--- config.mk ---
export PLATFORM = sky130hd
export DESIGN_NAME = i2c_read_arbiter
export DESIGN_NICKNAME = d
export VERILOG_FILES = /design/src/rtl/i2c_read_arbiter.sv
export SDC_FILE = /design/constraint.sdc
export NUM_CORES = 1
export LEC_CHECK = 0
export BUFFER_PORTS_ARGS = -buffer_cell sky130_fd_sc_hd__buf_2
export CORE_MARGIN = 4
export CORE_UTILIZATION = 35
export CTS_BUF_LIST = sky130_fd_sc_hd__clkbuf_2
export CTS_CLUSTER_SIZE = 8
export DETAILED_ROUTE_END_ITERATION = 8
export GPL_ROUTABILITY_DRIVEN = 0
export GPL_TIMING_DRIVEN = 1
export PLACE_DENSITY = 0.71
export REMOVE_ABC_BUFFERS = 1
export SYNTH_ARGS = -nofsm -noshare
export SYNTH_HDL_FRONTEND = slang
export SYNTH_SLANG_ARGS = --single-unit
--- constraint.sdc ---
create_clock -name clk -period 1.7 [get_ports clk]
set_input_delay 0.255 -clock clk [delete_from_list [all_inputs] [get_ports clk]]
set_output_delay 0.255 -clock clk [all_outputs]
set_load 0.005 [all_outputs]
--- src/rtl/i2c_read_arbiter.sv ---
// Round-robin arbiter sharing one 2-byte I2C read engine between NREQ requesters,
// with start-pulse sequencing, per-transaction timeout and error reporting.
module i2c_read_arbiter #(
    parameter int NREQ        = 2,
    parameter int TIMEOUT_CYC = 200000,
    parameter int CNT_W       = 18
) (
    input  logic                clk,
    input  logic                rst,
    input  logic [NREQ-1:0]     req_i,
    input  logic [NREQ*7-1:0]   req_addr_i,
    output logic [NREQ-1:0]     done_o,
    output logic [15:0]         rsp_data_o,
    output logic                rsp_err_o,
    output logic                busy_o,
    output logic                eng_start_o,
    output logic [6:0]          eng_addr_o,
    input  logic                eng_busy_i,
    input  logic                eng_done_i,
    input  logic                eng_nack_i,
    input  logic [15:0]         eng_data_i
);

    localparam int IDX_W = (NREQ > 2) ? 2 : 1;

    typedef enum logic [1:0] {S_IDLE, S_START, S_WAIT, S_RESP} state_t;

    state_t             state_reg, state_next;
    logic [IDX_W-1:0]   ptr_reg, ptr_next;
    logic [IDX_W-1:0]   winner_reg, winner_next;
    logic [CNT_W-1:0]   cnt_reg, cnt_next;
    logic [6:0]         addr_reg, addr_next;
    logic [15:0]        data_reg, data_next;
    logic               err_reg, err_next;

    logic [IDX_W-1:0]   grant_idx;
    logic               grant_found;
    logic [6:0]         addr_slice [NREQ];

    generate
        for (genvar gi = 0; gi < NREQ; gi++) begin : g_req
            assign addr_slice[gi] = req_addr_i[7*gi +: 7];
            assign done_o[gi]     = (state_reg == S_RESP) && (winner_reg == IDX_W'(gi));
        end
    endgenerate

    // Scan from the highest offset down so the nearest request at/after ptr wins.
    always_comb begin
        int j;
        grant_found = 1'b0;
        grant_idx   = '0;
        j           = 0;
        for (int k = NREQ - 1; k >= 0; k--) begin
            j = int'(ptr_reg) + k;
            if (j >= NREQ) j = j - NREQ;
            if (req_i[j]) begin
                grant_found = 1'b1;
                grant_idx   = IDX_W'(j);
            end
        end
    end

    always_comb begin
        state_next  = state_reg;
        ptr_next    = ptr_reg;
        winner_next = winner_reg;
        cnt_next    = cnt_reg;
        addr_next   = addr_reg;
        data_next   = data_reg;
        err_next    = err_reg;
        case (state_reg)
            S_IDLE: begin
                if (grant_found && !eng_busy_i) begin
                    winner_next = grant_idx;
                    addr_next   = addr_slice[grant_idx];
                    state_next  = S_START;
                end
            end
            S_START: begin
                cnt_next   = '0;
                state_next = S_WAIT;
            end
            S_WAIT: begin
                cnt_next = cnt_reg + CNT_W'(1);
                // A completing engine beats a coinciding timeout.
                if (eng_done_i) begin
                    data_next  = eng_data_i;
                    err_next   = eng_nack_i;
                    state_next = S_RESP;
                end else if (cnt_reg == CNT_W'(TIMEOUT_CYC - 1)) begin
                    data_next  = 16'h0000;
                    err_next   = 1'b1;
                    state_next = S_RESP;
                end
            end
            S_RESP: begin
                ptr_next   = (winner_reg == IDX_W'(NREQ - 1)) ? '0 : winner_reg + IDX_W'(1);
                state_next = S_IDLE;
            end
            default: state_next = S_IDLE;
        endcase
    end

    always_ff @(posedge clk) begin
        if (!rst) begin
            state_reg  <= S_IDLE;
            ptr_reg    <= '0;
            winner_reg <= '0;
            cnt_reg    <= '0;
            addr_reg   <= '0;
            data_reg   <= '0;
            err_reg    <= 1'b0;
        end else begin
            state_reg  <= state_next;
            ptr_reg    <= ptr_next;
            winner_reg <= winner_next;
            cnt_reg    <= cnt_next;
            addr_reg   <= addr_next;
            data_reg   <= data_next;
            err_reg    <= err_next;
        end
    end

    assign busy_o      = (state_reg != S_IDLE);
    assign eng_start_o = (state_reg == S_START);
    assign eng_addr_o  = addr_reg;
    assign rsp_data_o  = data_reg;
    assign rsp_err_o   = err_reg;

endmodule
==> results by group <==
Run status
  • Status: complete, no violations

Global routing
  • Largest net degree at the start of global routing: 34
  • First-pass GRT wire length: 8300 microns
  • Vias in the first global route: between 1,500 and 2,000
  • Total grt overflow: 0
  • Gr usage total: 13.4%
  • Initial antenna violation count: 0

Detailed routing
  • DRT iter0 DRCs: 97
  • Met1 WL: 2240 microns
  • WL met2: 2260 microns
  • WL/cell: around 12 microns
  • Routed wl met3: 356 microns
  • Post-route ant nets: 0
  • Pre-antenna DRT Iters: 5
  • DRT Wirelength: 4910 microns
  • Via-to-Cell Ratio: 5.14
  • Via Count: 2,041
  • DR top layer: met4
  • DR DRC count: 0

Setup path
  • R2r endpoint: cnt_reg[16]
  • CP required: 2070 ps
  • Cell chain of the critical path: inv_2, ha_4, buf_4, and3_1, nand4_1, or3_4, a21oi_2
  • Crit path kind: register to register
  • R2R Setup Slk: 80 ps
  • Worst Setup End Kind: register
  • Top fanout value on the critical path: 4
  • Worst EP arrival: 1990 ps
  • Critical path launch point type: register
  • Critical R2R Launch: state_reg[1]
  • Worst R2R Path Depth: 7
  • CP delay by family, top: simple AND/OR/NAND/NOR gates
  • Crit path buf inv count: 2
  • CP peak stage delay: approximately 390 ps
  • Slowest cell on the critical path: or3_4

Synth
  • Register area share after synthesis: ~43%
  • Area share of the largest cell type after synthesis: between 40% and 50%
  • Commonest cells post-synth: dfxtp_1, a21oi_1, nand2_1, nor2_1, a311oi_1
  • Top post-synthesis cells by area: dfxtp_1, a311oi_1, a21oi_1, mux2i_1, nand2_1
  • Synth Flop Type: dfxtp_1
  • Asr flop ratio synth: 0%
  • Top cell type by total area after synthesis: dfxtp_1
  • Top-count cell post-synth: dfxtp_1
  • Cell variety after synth: 40
  • Cell area after synthesis: between 0.002 and 0.0025 sq mm
  • FF+latch count, synth: 46
  • Syn Inst Count: 245
  • Number of synthesized flops with an enable pin: 0
  • Syn Area/Cell: 8.80 sq um
  • Syn. warnings: 0

Die
  • DIE WIDTH: approximately 86 microns
  • IO Pins: between 60 and 70
  • # rows: 28
  • Placeable Area: 0.00596 sq mm
  • Initial core utilization: 36.2%
  • Die area: 0.00748 sq mm
  • Die Ht: 86.5 microns

Clock network
  • Clock-pin slew on the worst setup and hold paths: 250 ps
  • CTS tree: yes
  • Number of hold buffers added after CTS: 0
  • CTS sink count: 46
  • Clk_lat worst skew: 410 ps
  • H-tree levels: 2
  • Clock tree buffer depth: 2
  • CTS root buffer: clkbuf_2
  • TritonCTS buffer count: 5

Power and ir drop
  • PwrDens: around 1200 mW/mm^2
  • Pwr Total: approximately 3200 uW
  • Worst VDD drop: 540 uV
  • Leak: 0.00116 uW

Timing
  • Peak Freq: 618 MHz
  • Rel. slew slack: between 60% and 70%
  • Period utilisation layout: 95.2%
  • Unrepaired setup endpoints after global routing: false
  • Worst Tran Pin Value: 492 ps
  • Final hold vios: 0
  • Final slew viol count: 0
  • Final setup vio count: 0
  • Final WS setup: ~81 ps
  • Fin Clk Skew: 23.8 ps
  • Final min period: 1620 ps

Layout
  • Layout cell share with drive strength beyond 1: a little over a third
  • Fillers: 580
  • Area delta synth->final: 29.5%
  • Antenna diodes: 0
  • Post-layout net count: 364
  • Largest register FFs: 18

Placed design
  • Pre-CTS worst setup slack: -36.8 ps
  • Hpwl dp: 3600 microns
  • I/O Buffers: 64

Run
  • Max-Cap Viols: 0

Hold path
  • Worst Hold Depth: 3
  • Hold EP: rsp_data_o[13]
  • Hold path startpoint: eng_data_i[13]
  • Worst Hold Class: input pin to register
==> cell usage in the layout, fill, tap and decap left out, types with 2 or more instances in the layout <==
cell / Yosys / final
o21ai_0: 8 / 7
buf_12: 0 / 2
or3_4: 0 / 2
o21ai_1: 1 / 2
and2_1: 3 / 3
dfxtp_1: 46 / 44
nor3_1: 3 / 2
buf_4: 2 / 19
and3_1: 3 / 3
ha_2: 0 / 2
nor2_1: 20 / 20
ha_1: 6 / 3
nand3_1: 6 / 6
xor2_1: 6 / 6
clkbuf_2: 1 / 5
or3_1: 5 / 4
inv_2: 0 / 2
nand4_1: 10 / 10
a21oi_1: 24 / 23
a211oi_1: 7 / 7
o21ai_2: 2 / 2
a311oi_1: 16 / 16
mux2i_1: 9 / 9
buf_2: 4 / 64
xnor2_1: 4 / 4
inv_1: 8 / 6
nand2_1: 22 / 22
o21a_1: 2 / 2
dfxtp_2: 0 / 2
==> kinds of logic after synthesis <==
kind of cell | Yosys count | synth area share [%]
AND/OR/NAND/NOR | 84 | 20.3
AO/OA/AOI/OAI | 66 | 20.5
buffers and inverters | 24 | 4.82
XOR/XNOR | 10 | 4.06
flip-flops | 46 | 42.7
multiplexers | 9 | 4.18
adder cells (fa/ha/maj) | 6 | 3.48
==> cell type report <==
cell class | count | area, sq um | area share (%)
Clock buffer | 5 | 25.0 | 0.896
Clock inverter | 3 | 43.8 | 1.57
Sequential cell | 46 | 923 | 33.1
Multi-Input combinational cell | 175 | 1170 | 42.0
Inverter | 8 | 30.0 | 1.08
Timing Repair Buffer | 85 | 503 | 18.0
Tap cell | 75 | 93.8 | 3.36
==> where the power goes <==
| part | switching [uW] | internal [uW] |
|---|---|---|
| registers | 69.7 | 1220 |
| logic | 692 | 655 |
| clock network | 363 | 252 |
| total | 1120 | 2120 |
==> routing by layer <==
layer,track usage [%],up-vias
met3,3.23,7
met5,0,-
met1,17.6,924
met4,3.12,0
met2,22.2,61
li1,-,1049
==> per-stage QoR <==
step / instance area (sq um) / utilization (%) / hold WS, ps / setup TNS, ps / cells
after floorplan: 2080 / - / 373 / -8120 / 229
after global placement: 2670 / 44.9 / 471 / 0 / 388
after detailed placement: 2670 / 44.9 / 480 / -66.8 / 388
after CTS: 2750 / 46.2 / 53.5 / 0 / 396
after global routing: 2790 / 46.9 / 35.5 / 0 / 397
final: 2790 / 46.9 / 73.8 / 0 / 397
==> worst max-delay path by stage <==
| stage | endpoint | cells after the start | slack (ps) | startpoint |
|---|---|---|---|---|
| floorplan | rsp_data_o[0] | 5 | -330 | state_reg[0] |
| global placement | cnt_reg[17] | 7 | 50 | state_reg[1] |
| detailed placement | cnt_reg[16] | 7 | -40 | state_reg[1] |
| CTS | cnt_reg[16] | 7 | 8 | state_reg[1] |
| global route | cnt_reg[16] | 7 | 0.1 | state_reg[1] |
| finish | cnt_reg[16] | 7 | 80 | state_reg[1] |
==> timing repair <==
action	4_1_cts	5_1_grt
endpoints found under the setup margin	4	19
pin swaps	0	4
setup buffers	0	1
resized for setup	2	12
==> worst reg2reg max path, cell delays in order, from the launching register on <==
cell and delay (ps):
dfxtp_2 380, inv_2 60, ha_4 270, buf_4 110, and3_1 140, nand4_1 130
or3_4 390, a21oi_2 130
No activity file was read; power rests on OpenSTA's default activity.
